$ cat src/rtl/mul_reconstruct_if.sv
// rtl/mul_reconstruct_if.sv - start/busy/done handshake and operand/result bundle for mul_reconstruct (optional ovf with RECON_OVF_EN)
interface mul_reconstruct_if #(
  parameter int WIDTH = 16
);
  logic                 start;
  logic [WIDTH-1:0]     quo;
  logic [WIDTH-1:0]     divisor;
  logic [WIDTH-1:0]     rem;
  logic                 busy;
  logic                 done;
  logic [2*WIDTH-1:0]   product;
`ifdef RECON_OVF_EN
  logic                 ovf;

  modport master (output start, quo, divisor, rem, input busy, done, product, ovf);
  modport slave  (input start, quo, divisor, rem, output busy, done, product, ovf);
`else
  modport master (output start, quo, divisor, rem, input busy, done, product);
  modport slave  (input start, quo, divisor, rem, output busy, done, product);
`endif
endinterface

$ cat src/rtl/mul_reconstruct.sv
// rtl/mul_reconstruct.sv - sequential shift-add quo*divisor+rem, one multiplier bit per clock (RECON_OVF_EN adds ovf)
module mul_reconstruct #(
  parameter int WIDTH = 16
) (
  input  logic               clk,
  input  logic               rst,
  mul_reconstruct_if.slave   bus
);
  localparam int CW = $clog2(WIDTH + 1);

  typedef enum logic [1:0] {IDLE, RUN, DONE} state_t;

  state_t               state_q, state_d;
  logic [2*WIDTH-1:0]   acc_q, acc_d;
  logic [2*WIDTH-1:0]   mcand_q, mcand_d;
  logic [WIDTH-1:0]     mplr_q, mplr_d;
  logic [CW-1:0]        cnt_q, cnt_d;
  logic                 busy_q, busy_d;
  logic                 done_q, done_d;
  logic [2*WIDTH-1:0]   product_q, product_d;
  logic [2*WIDTH-1:0]   sum;
`ifdef RECON_OVF_EN
  logic                 ovf_q, ovf_d;
`endif

  // Next-state: latch operands in IDLE, one add/shift step per RUN cycle, single-cycle DONE
  always_comb begin
    state_d   = state_q;
    acc_d     = acc_q;
    mcand_d   = mcand_q;
    mplr_d    = mplr_q;
    cnt_d     = cnt_q;
    busy_d    = 1'b0;
    done_d    = 1'b0;
    product_d = product_q;
`ifdef RECON_OVF_EN
    ovf_d     = ovf_q;
`endif
    // The full 2*WIDTH accumulator cannot wrap: max result is 2^(2W) - 2^W.
    sum = mplr_q[0] ? (acc_q + mcand_q) : acc_q;
    case (state_q)
      IDLE: begin
        if (bus.start) begin
          acc_d   = {{WIDTH{1'b0}}, bus.rem};
          mcand_d = {{WIDTH{1'b0}}, bus.divisor};
          mplr_d  = bus.quo;
          cnt_d   = CW'(WIDTH);
          busy_d  = 1'b1;
          state_d = RUN;
        end
      end
      RUN: begin
        acc_d   = sum;
        mcand_d = mcand_q << 1;
        mplr_d  = mplr_q >> 1;
        cnt_d   = cnt_q - CW'(1);
        // Always WIDTH iterations, even once mplr has run out of ones.
        if (cnt_q == CW'(1)) begin
          product_d = sum;
`ifdef RECON_OVF_EN
          ovf_d     = |sum[2*WIDTH-1:WIDTH];
`endif
          done_d    = 1'b1;
          state_d   = DONE;
        end else begin
          busy_d = 1'b1;
        end
      end
      DONE: begin
        state_d = IDLE;
      end
      default: begin
        state_d = IDLE;
      end
    endcase
  end

  // State and output registers; synchronous reset aborts any operation without a done pulse
  always_ff @(posedge clk) begin
    if (rst) begin
      state_q   <= IDLE;
      acc_q     <= '0;
      mcand_q   <= '0;
      mplr_q    <= '0;
      cnt_q     <= '0;
      busy_q    <= 1'b0;
      done_q    <= 1'b0;
      product_q <= '0;
`ifdef RECON_OVF_EN
      ovf_q     <= 1'b0;
`endif
    end else begin
      state_q   <= state_d;
      acc_q     <= acc_d;
      mcand_q   <= mcand_d;
      mplr_q    <= mplr_d;
      cnt_q     <= cnt_d;
      busy_q    <= busy_d;
      done_q    <= done_d;
      product_q <= product_d;
`ifdef RECON_OVF_EN
      ovf_q     <= ovf_d;
`endif
    end
  end

  assign bus.busy    = busy_q;
  assign bus.done    = done_q;
  assign bus.product = product_q;
`ifdef RECON_OVF_EN
  assign bus.ovf     = ovf_q;
`endif
endmodule
$ cat src/flat_wrapper.sv
// flat-port wrapper written by rule: the top's interface ports become plain ports
module mul_reconstruct_flat 
#(
  parameter int WIDTH = 16
)
  (clk, rst, bus_start, bus_quo, bus_divisor, bus_rem, bus_busy, bus_done, bus_product);
  mul_reconstruct_if #(.WIDTH(WIDTH)) bus_i ();
  input  logic clk;
  input  logic rst;
  input wire logic [$bits(bus_i.start)-1:0] bus_start;
  input wire logic [$bits(bus_i.quo)-1:0] bus_quo;
  input wire logic [$bits(bus_i.divisor)-1:0] bus_divisor;
  input wire logic [$bits(bus_i.rem)-1:0] bus_rem;
  output wire logic [$bits(bus_i.busy)-1:0] bus_busy;
  output wire logic [$bits(bus_i.done)-1:0] bus_done;
  output wire logic [$bits(bus_i.product)-1:0] bus_product;
  assign bus_i.start = bus_start;
  assign bus_i.quo = bus_quo;
  assign bus_i.divisor = bus_divisor;
  assign bus_i.rem = bus_rem;
  assign bus_busy = bus_i.busy;
  assign bus_done = bus_i.done;
  assign bus_product = bus_i.product;
  mul_reconstruct #(.WIDTH(WIDTH)) u_core (.clk(clk), .rst(rst), .bus(bus_i));
endmodule
$ cat config.mk
export PLATFORM = sky130hd
export DESIGN_NAME = mul_reconstruct_flat
export DESIGN_NICKNAME = d
export VERILOG_FILES = /design/src/rtl/mul_reconstruct_if.sv /design/src/rtl/mul_reconstruct.sv /design/src/flat_wrapper.sv
export SDC_FILE = /design/constraint.sdc
export NUM_CORES = 1
export LEC_CHECK = 0
export ABC_AREA = 0
export BUFFER_PORTS_ARGS = -buffer_cell sky130_fd_sc_hd__buf_2
export CAP_MARGIN = 40
export CORE_ASPECT_RATIO = 2
export CORE_MARGIN = 4
export CORE_UTILIZATION = 45
export DETAILED_ROUTE_END_ITERATION = 16
export HOLD_SLACK_MARGIN = 0.02
export PLACE_DENSITY = 0.67
export SYNTH_ARGS = -nofsm -noshare
export SYNTH_HDL_FRONTEND = slang
export SYNTH_SLANG_ARGS = --single-unit
$ cat constraint.sdc
create_clock -name clk -period 2.95 [get_ports clk]
set_input_delay 0.1475 -clock clk [delete_from_list [all_inputs] [get_ports clk]]
set_output_delay 0.1475 -clock clk [all_outputs]
set_load 0.02 [all_outputs]
## After elaboration in Yosys (flattened, before gate mapping)

Index checks and enable logic that the tools add are counted.

- Register bits after elaboration: 121
- Input port bits: 51
- Output and inout bits: 34
- Word-level logic and storage cells: 37

- Add/subtract/negate cells: 2
- Equality and inequality tests: 4
- Multiplexer cells: 16
- Bitwise gates (word level): 1
- Reduce and logical (&&, ||, !) cells: 6

Operators by type and width:

| cell | count |
|---|---|
| $pmux W32 S2 | 2 |
| $mux W32 | 3 |
| $add A32 B32 Y32 | 1 |
| $pmux W16 S2 | 1 |
| $mux W16 | 1 |
| $pmux W5 S2 | 1 |
| $reduce_and A2 Y1 | 3 |
| $eq A5 B1 Y1 const B | 1 |
| $mux W5 | 1 |
| $sub A5 B1 Y5 const B | 1 |
| $mux W2 | 2 |
| $pmux W2 S2 | 1 |
| $mux W1 | 3 |
| $eq A2 B1 Y1 const B | 1 |
| $logic_not A2 Y1 | 1 |
| $ne A2 B1 Y1 const B | 1 |
| $ne A2 B2 Y1 const B | 1 |
| $pmux W1 S2 | 1 |
| $reduce_bool A2 Y1 | 1 |
| $reduce_or A2 Y1 | 1 |
| $not A1 Y1 | 1 |

## Depth between registers and ports, before layout

Gate-level depths: netlist of run 1.

- Depth after elaboration: 3
- Mapped depth: 11
- Depth with buffers taken out: 11

## Worst setup path after synthesis of run 1

OpenSTA, ideal clock, no wires.

- Path kind: register to register
- Start: register u_core.mcand_q[0]
- End: register u_core.product_q[24], in the netlist u_core.bus.product[24]
- Setup time: 91 ps
- Data arrival time: 2,609 ps
- Data required time: 2,859 ps
- Path slack: 251 ps
- Stages on the path, launching flop included: 11
- Buffers on the path: 0
- Clock period less this slack: 2,699 ps
- Path through: dfxtp_1 ha_1 fa_1 a211oi_1 o211ai_1 a221oi_2 o2bb2ai_2 or2_2 a31oi_1 xor2_1 a311oi_1

- Longest elaborated chain between the ends: 2

RTL lines:

| what | RTL line | text |
|---|---|---|
| from (decl) | mul_reconstruct.sv:15 | `logic [2*WIDTH-1:0] mcand_q, mcand_d;` |
| from (signal assigned) | mul_reconstruct.sv:95 | `mcand_q <= mcand_d;` |
| $add A32 B32 Y32 | mul_reconstruct.sv:40 | `sum = mplr_q[0] ? (acc_q + mcand_q) : acc_q;` |
| $mux W32 | mul_reconstruct.sv:40 |  |
| to (signal assigned) | mul_reconstruct.sv:100 | `product_q <= product_d;` |
| to (decl) | mul_reconstruct.sv:20 | `logic [2*WIDTH-1:0] product_q, product_d;` |

Every way passes these cells.
A chain may end at the register's enable or synchronous reset.

## Worst setup path in the final report of run 1

- Start: register u_core.mcand_q[0]
- End: register u_core.product_q[28], in the netlist u_core.bus.product[28]

Same word-level chain as after synthesis.

==> results.toml, run 1 <==
[yosys]
yosys.area_share.simple = 0.151
synth.cell_area_mm2 = 0.00653
synth_top_family_by_area = "compound AO/OA/AOI/OAI gates"
yosysUniqueCellTypes = 61
synth_mux_area_frac = 0.0266
synth_seq_cells = 121
synth_xor_area_frac = 0.0389
synth_area_leaders = "dfxtp_1 (37%), ha_1 (6.3%), nor2_1 (5.9%)"
yosys.area.top_type = "dfxtp_1"
yosysTopAreaCellShare = 0.371
syn_nets = 876
syn_avg_cell_area_um2 = 8.26
synth_edf_count = 0
synth_adder_area_share = 0.0663
synth_cells = 791
synth_compound_gate_area_share = 0.287
ys.warnings.count = 0
async_reset_ff_frac = 0
synth_flop_cell = "dfxtp_1"
ys_seq_area_frac = 0.371

[clock_tree]
clk_latency_ns = 0.41
clock_sinks = 121
clkTransAtPathRegs_ns = 0.06
cts-root-buf = "clkbuf_16"
numCtsBuffers = 17
cts_tree = "done"
htree_levels = 4
ctsLongestPathBuffers = 2

[critical_path]
r2r_cells = 10
worstPathRequired_ns = 3.27
reg2reg_slack_ns = 0.11
r2r-end = "u_core.bus.product[28]"
cp_max_fo = 3
critPathKind = "reg -> reg"
r2r-start = "u_core.mcand_q[0]"
cp.arrival_ns = 3.17
worstSetupEndpointType = "flip-flop"
worstSetupStartpointType = "flip-flop"

[timing]
finalSetupTns_ns = 0
relSlewSlack = 0.441
fmax_mhz = 352
hold_viol_final = 0
worst_pin_slew_ns = 0.838
finClkSkew_ns = 0.00952
report.final.slew_viol_count = 0
hold_ws_ns = 0.0478
rsz0062_at_grt = "no"
finalSetupViolCount = 0
fin_crit_ns = 2.84
min_period_over_period = 0.964

[floorplanning]
die_y_um = 178
chipWidth_um = 93.2
row_count = 62
io_pins = 85
start_util = 0.458
core_region_area_mm2 = 0.0143
die_area_mm2 = 0.0166

[placed_design]
placement.io_buffers = 84
gp_congestion = 0.949
dp_hpwl_mm = 13.7

[job]
cap_viol_max_count = 0

[power]
power_frac_comb = 0.152
p_per_area_mw_per_mm2 = 593
cellLeakagePower_uw = 0.00326
seqPwrFrac = 0.381
ir_worst_vdd_mv = 0.384
swShare = 0.278
p_sw_uw = 1310
clkPwrFrac = 0.468
p_int_uw = 3390

[hold_path]
holdPathEnd = "u_core.acc_q[11]"
hp-start = "bus_rem[11]"
holdPathStages = 3
hold_class = "in -> reg"

[routing]
wl_per_cell_um = 18.0
ant_nets = 0
vias_per_cell = 5.79
drt-total-wl_mm = 19.3
route.detailed.drc = 0
drt-initial-drc-count = 412
vias = 6232
first_pass_iters = 6

[finish]
area_growth_pct = 21.0
diodes = 0
layout-drive-gt1-share = 0.193
final_common_cell = "dfxtp_1"
mostFrequentLayoutCells = "dfxtp_1 (121), nor2_1 (101), buf_2 (83)"
nets = 956

[grt]
grt_usage = 0.234
grt_max_degree = 77
grt_pass1_wl_mm = 30.8
grt_pass1_vias = 6198
globalRouteOverflowTotal = 0
antenna_found_initial = 0

[run_status]
status = "completed"
==> layer usage <==
layer | global-route usage | routed length [um]
met2 | 0.440 | 10500
met1 | 0.242 | 7020
met4 | 0.127 | 934
met5 | 0 | 0
met3 | 0.0384 | 841
==> critical path, stage by stage (launching register included) <==
cell	delay, ns
dfxtp_1	0.33
ha_2	0.21
fa_2	0.36
a211oi_2	0.23
o211ai_1	0.20
a221oi_2	0.39
o2bb2ai_2	0.10
o21ai_2	0.19
o211ai_1	0.15
o41a_1	0.34
a311oi_2	0.24
==> registers in the layout, indices dropped and copies added (netlist names) <==
register / cells
u_core.acc_q: 32
u_core.bus.product: 32
u_core.mcand_q: 32
u_core.mplr_q: 16
u_core.cnt_q: 5
u_core.state_q: 2
u_core.bus.busy: 1
u_core.bus.done: 1
==> cell usage after synthesis, types with 2 or more instances <==
cell type  count
o21a_1         2
o21bai_1       2
or3_1          3
a222oi_1      11
nand3_1       20
nor2b_1        5
mux2_2        11
and3_1         2
a221oi_1      30
a211oi_1      24
o21ai_0       21
nor3_1         9
nor2_1       102
a22oi_1       30
a21oi_1       65
and2_1         4
o21ai_1        4
mux2i_1        5
nand2_1       65
and4_1         2
xor2_1         9
nand2b_1       3
buf_2          5
nand4_1        4
buf_4          3
a311oi_1       2
clkbuf_1      44
buf_1          4
dfxtp_1      121
inv_1         41
o211ai_1       6
ha_1          33
o22ai_1       30
a21o_1        14
xnor2_1       20
a31oi_1       10
==> cell type report <==
class / count / area (um^2)
clock inverter: 12 / 164
inverter: 42 / 158
clock buffer: 20 / 457
timing repair buffer: 118 / 706
multi-input combinational: 571 / 3760
fill: 1389 / 6370
tap: 192 / 240
sequential: 121 / 2420
==> cell families after synthesis <==
logic type                 count (synthesis)
AOI/OAI and AO/OA                        266
buffers and inverters                     99
xor gates and xnor gates                  29
DFF                                      121
and+or+nand+nor                          226
adders and majority gates                 34
muxes                                     16
==> worst max-delay path by stage <==
stage,end,start,cells after the start,slack (ns)
2_1_floorplan,u_core.bus.product[24],u_core.mcand_q[0],10,0.25
3_3_place_gp,u_core.bus.product[28],u_core.mcand_q[0],10,0.13
3_5_place_dp,u_core.bus.product[28],u_core.mcand_q[0],10,0.06
4_1_cts,u_core.bus.product[28],u_core.mcand_q[0],10,0.02
5_1_grt,u_core.bus.product[28],u_core.mcand_q[0],10,0.007
6_report,u_core.bus.product[28],u_core.mcand_q[0],10,0.11
==> metrics by stage <==
step / util / cells / total power (uW) / worst slack, ns / cell area, um^2
after global routing: 0.554 / 1076 / 4870 / 0.00690 / 7910
final: 0.554 / 1076 / 4690 / 0.107 / 7910
after floorplan: - / 791 / 2290 / 0.251 / 6530
after CTS: 0.550 / 1073 / 4700 / 0.0222 / 7860
after global placement: 0.499 / 1030 / 2500 / 0.132 / 7130
after detailed placement: 0.499 / 1030 / 2500 / 0.0582 / 7130
==> repair_timing <==
item	CTS	global route
setup endpoints to repair	0	7
hold buffers	11	0
setup buffers	0	3
gates resized for setup	0	6
hold endpoints to repair	11	0
==> power groups by stage <==
stage	registers (uW)	logic, uW	clock network, uW
after floorplan	1810	477	0
after global placement	1820	680	0
after detailed placement	1820	685	0
after CTS	1780	702	2210
after global routing	1800	782	2290
final	1790	711	2190
Power figures use the tool's default switching activity.
==> run 2, diff against run 1 <==
HOLD_SLACK_MARGIN = 0.12   (was 0.02)
==> run 2 against run 1 <==
  * Utilization grew 1.8 points
  * Routed wire length increased by 0.80%
  * Power up 0.52%
  * Die area did not move
  * Flip-flop and latch count stayed put
  * Clock skew fell by 0.00058 ns
  * Cell area grew 3.3%
  * Critical path type unchanged
  * Largest power group unchanged
==> results.toml, run 2 (same netlist as run 1, synthesis figures left out) <==
[clock_tree]
clk_latency_ns = 0.41
cts-root-buf = "clkbuf_16"
clkTransAtPathRegs_ns = 0.06
cts_tree = "done"
clock_sinks = 121
numCtsBuffers = 17
ctsLongestPathBuffers = 2
htree_levels = 4

[timing]
fmax_mhz = 353
fin_crit_ns = 2.84
finalSetupViolCount = 0
worst_pin_slew_ns = 0.844
finClkSkew_ns = 0.00894
hold_viol_final = 0
setup_ws_ns = 0.114
report.final.slew_viol_count = 0
relSlewSlack = 0.437
finalSetupTns_ns = 0
rsz0062_at_grt = "no"
min_period_over_period = 0.961

[floorplanning]
start_util = 0.458
die_y_um = 178
core_region_area_mm2 = 0.0143
chipWidth_um = 93.2
die_area_mm2 = 0.0166
io_pins = 85
row_count = 62

[routing]
first_pass_iters = 8
drt-initial-drc-count = 406
route.detailed.drc = 0
top_layer = "met4"
wl_met2_mm = 10.6
wl_per_cell_um = 17.7
drt-total-wl_mm = 19.5
m1WireLength_mm = 7.12
ant_nets = 0
route.met3.wl_um = 833
vias = 6386
vias_per_cell = 5.79

[finish]
mostFrequentLayoutCells = "dfxtp_1 (121), nor2_1 (101), buf_2 (83)"
diodes = 0
final_common_cell = "dfxtp_1"
area_growth_pct = 25.0
nets = 982
layout-drive-gt1-share = 0.188

[hold_path]
hold_class = "in -> reg"
hp-start = "bus_quo[8]"
holdPathStages = 3
holdPathEnd = "u_core.mplr_q[8]"

[critical_path]
r2r-start = "u_core.mcand_q[0]"
worstSetupEndpointType = "flip-flop"
worstSetupStartpointType = "flip-flop"
reg2reg_slack_ns = 0.11
cpMostUsedCell = "o211ai_1"
r2r-end = "u_core.bus.product[28]"
worstPathRequired_ns = 3.28
cp.arrival_ns = 3.16
critical-path-slowest-cell = "a221oi_2"
r2r_cells = 10
cp_max_fo = 3
critPathKind = "reg -> reg"
crit_chain = "ha_2 > fa_2 > a211oi_2 > o211ai_1 > a221oi_2 > o2bb2ai_2 > o21ai_2 > o211ai_1 > o41a_1 > a311oi_2"
cpPeakStageDelay_ns = 0.39

[placed_design]
gp_congestion = 0.949
placement.io_buffers = 84
pre_cts_ws_ns = 0.0582
dp_hpwl_mm = 13.7

[grt]
globalRouteOverflowTotal = 0
grt_max_degree = 77
antenna_found_initial = 0
grt_pass1_vias = 6285
grt_pass1_wl_mm = 31.1
grt_usage = 0.236

[power]
cellLeakagePower_uw = 0.00337
p_per_area_mw_per_mm2 = 577
ir_worst_vdd_mv = 0.384

[job]
cap_viol_max_count = 0

[run_status]
status = "completed"
==> run 2: routing by layer <==
metal | vias to the layer above | track usage
li1 | 3111 | -
met1 | 3029 | 0.243
met2 | 199 | 0.447
met3 | 47 | 0.0363
met4 | 0 | 0.128
met5 | - | 0
==> run 2: metrics by stage <==
stage | total power [uW] | util | area [um^2] | cells | hold WS, ns
after floorplan | 2290 | - | 6530 | 791 | 0.296
after global placement | 2500 | 0.499 | 7130 | 1030 | 0.390
after detailed placement | 2500 | 0.499 | 7130 | 1030 | 0.398
after CTS | 4730 | 0.569 | 8120 | 1099 | 0.129
after global routing | 4900 | 0.572 | 8170 | 1102 | 0.144
final | 4720 | 0.572 | 8170 | 1102 | 0.134
==> run 2: timing repair <==
item | 4_1_cts | 5_1_grt
hold buffers | 37 | 0
endpoints found under the hold margin | 37 | 0
setup endpoints to repair | 0 | 7
resized for setup | 0 | 6
buffers inserted | 0 | 3
==> run 2: how the worst max path moves through the flow <==
stage                                  from                     end  slack (ns)  cells past startpoint
after global placement    u_core.mcand_q[0]  u_core.bus.product[28]        0.13                     10
after global routing      u_core.mcand_q[0]  u_core.bus.product[28]       0.003                     10
after detailed placement  u_core.mcand_q[0]  u_core.bus.product[28]        0.06                     10
after floorplan           u_core.mcand_q[0]  u_core.bus.product[24]        0.25                     10
after CTS                 u_core.mcand_q[0]  u_core.bus.product[28]        0.02                     10
final                     u_core.mcand_q[0]  u_core.bus.product[28]        0.11                     10
==> run 2: power by group <==
part / switching, uW / internal (uW)
clock network: 806 / 1380
registers: 66.2 / 1720
logic: 435 / 303
==> run 2: critical path: cells and delay by family, from the launching register on <==
family / cells / cell delay (ns)
AOI/OAI and AO/OA: 8 / 1.85
adders and majority gates: 2 / 0.57
DFF: 1 / 0.33
==> run 2: layout make-up <==
type | count | area (um^2)
fillers | 1354 | 6110
multi-input cells | 571 | 3760
flip-flops and latches | 121 | 2420
repair buffers | 144 | 966
clock buffers | 20 | 457
well taps | 192 | 240
clock inverters | 12 | 164
inverters | 42 | 158
==> run 3, diff against run 2 <==
ABC_AREA = 1   (was 0)
PLACE_DENSITY = 0.66   (was 0.67)
==> run 3 against run 2 <==
  * Routed wire length up 30%
  * Clock power decreased by 14%
  * Via count is 24% higher
  * Synthesized cell count increased by 49%
  * Power is 2.0% higher
==> results.toml, run 3 <==
[placed_design]
place_area_mm2 = 0.00808
dp_hpwl_mm = 19.0
place_inst = 1428
placement.io_buffers = 84
gp_congestion = 0.987

[power]
p_per_area_mw_per_mm2 = 532
power_uw = 4810
cellLeakagePower_uw = 0.00445
ir_worst_vdd_mv = 0.461

[yosys]
yosysUniqueCellTypes = 39
ys.warnings.count = 0
syn_avg_cell_area_um2 = 6.42
synth_edf_count = 0
synth_flop_cell = "dfxtp_1"
synth.cell_area_mm2 = 0.00759
synthTopCellsByCount = "nand2_1 (388), inv_1 (138), dfxtp_1 (121), nand3_1 (93), a21oi_1 (72)"
yosysTopAreaCellShare = 0.319
synth_seq_cells = 121
yosysMostFrequentCell = "nand2_1"
async_reset_ff_frac = 0
ys_seq_area_frac = 0.319
synth_cells = 1182
synth_area_leaders = "dfxtp_1 (32%), nand2_1 (19%), inv_1 (6.8%)"
yosys.area.top_type = "dfxtp_1"
syn_nets = 1267

[timing]
rsz0062_at_grt = "no"
worst_pin_slew_ns = 0.887
fin_crit_ns = 2.44
finalSetupTns_ns = 0
report.final.slew_viol_count = 0
fmax_mhz = 410
relSlewSlack = 0.409
min_period_over_period = 0.827
finClkSkew_ns = 0.00611
finalSetupViolCount = 0
hold_viol_final = 0

[clock_tree]
clkTransAtPathRegs_ns = 0.05
post-cts-setup-buffers = 0
htree_levels = 4
ctsLongestPathBuffers = 2
clock_sinks = 121
postCtsResizedCells = 0
numCtsBuffers = 17
ctsHoldBuffers = 45
clk_latency_ns = 0.43
cts_tree = "done"
cts-root-buf = "clkbuf_16"

[critical_path]
worstSetupEndpointType = "flip-flop"
cp_num_buf_inv = 0
worstSetupStartpointType = "flip-flop"
cp.depth = 11
cp.arrival_ns = 2.79
cpPeakStageDelay_ns = 0.48
reg2reg_slack_ns = 0.51
r2r-end = "u_core.acc_q[8]"
crit_path_start = "u_core.mcand_q[0]"
worstPathRequired_ns = 3.30
cp_max_fo = 5
r2r-start = "u_core.mcand_q[0]"
cpMostUsedCell = "nand2_1"
critPathKind = "reg -> reg"
critPathTopFamily = "adder cells"
crit_end = "u_core.acc_q[8]"
r2r_cells = 11
crit_chain = "ha_1 > fa_1 > nand3_1 > nand3_1 > nand2_1 > nand2_1 > xor2_1 > nand2_1 > nand2_1 > o22ai_1 > a21oi_1"
critical-path-slowest-cell = "fa_1"

[finish]
utilization = 0.550
layout-drive-gt1-share = 0.153
mostFrequentLayoutCells = "nand2_1 (388), inv_1 (138), dfxtp_1 (120)"
nets = 1373
final_common_cell = "nand2_1"
area_growth_pct = 19.2
fin_cells = 1502
diodes = 0
fin_area_mm2 = 0.00904

[grt]
globalRouteOverflowTotal = 0
grt_pass1_vias = 7900
grt_max_degree = 82
antenna_found_initial = 0
grt_pass1_wl_mm = 39.9
grt_usage = 0.272

[floorplanning]
chipWidth_um = 99.8
start_util = 0.462
core_region_area_mm2 = 0.0164
die_area_mm2 = 0.0191
row_count = 66
io_pins = 85
die_y_um = 192

[routing]
drt-initial-drc-count = 350
wl_per_cell_um = 16.9
ant_nets = 0
route.detailed.drc = 0
drt-total-wl_mm = 25.3
vias_per_cell = 5.28
first_pass_iters = 5
vias = 7931

[job]
cap_viol_max_count = 0

[hold_path]
hold_class = "in -> reg"

[run_status]
status = "completed"
## run 3: metrics by stage
step / worst slack, ns / hold WS [ns]
4_1_cts: 0.511 / 0.120
3_5_place_dp: 0.523 / 0.423
5_1_grt: 0.314 / 0.182
3_3_place_gp: 0.512 / 0.421
2_1_floorplan: 1.02 / 0.308
6_report: 0.509 / 0.126
## run 3: worst min-delay path, cell delays in order
cell and delay [ns]:
buf_2 0.10, nor2_1 0.08, nor2_1 0.06, nand2_1 0.06
a21oi_1 0.05
## run 3: layout make-up
cell class              instances  area [um^2]
fillers                      1670         7390
multi-input cells             864         4360
flip-flops and latches        121         2420
repair buffers                139          946
inverters                     145          544
clock buffers                  20          437
well taps                     204          255
clock inverters                 9         80.1
## run 3: metal layers
metal / vias up / part of all wire / GRT usage / routed length (um)
met1: 3591 / 0.33 / 0.241 / 8310
li1: 4021 / - / - / -
met2: 222 / 0.54 / 0.515 / 13800
met4: 0 / 0.098 / 0.241 / 2470
met5: - / 0 / 0 / 0
met3: 97 / 0.031 / 0.0371 / 791
## run 3: report_power, final
part | internal, uW | total (uW) | switching [uW]
sequential | 1750 | 1860 | 107
clock | 1130 | 1890 | 759
combinational | 371 | 1060 | 689
total | 3260 | 4810 | 1550
## run 3: worst min-delay path by stage
stage                     from                  to  cells past startpoint
2_1_floorplan  bus_divisor[10]  u_core.mcand_q[10]                      2
3_3_place_gp    bus_divisor[1]   u_core.mcand_q[1]                      3
3_5_place_dp        bus_quo[2]    u_core.mplr_q[2]                      3
4_1_cts            bus_rem[11]    u_core.acc_q[11]                      5
5_1_grt            bus_rem[14]    u_core.acc_q[14]                      5
6_report           bus_rem[11]    u_core.acc_q[11]                      5
## run 3: kinds of logic after synthesis
family,share of synthesized area
AND/OR/NAND/NOR,0.363
XOR/XNOR,0.00808
flip-flops,0.319
adder cells (fa/ha/maj),0.0570
buffers and inverters,0.106
AO/OA/AOI/OAI,0.146
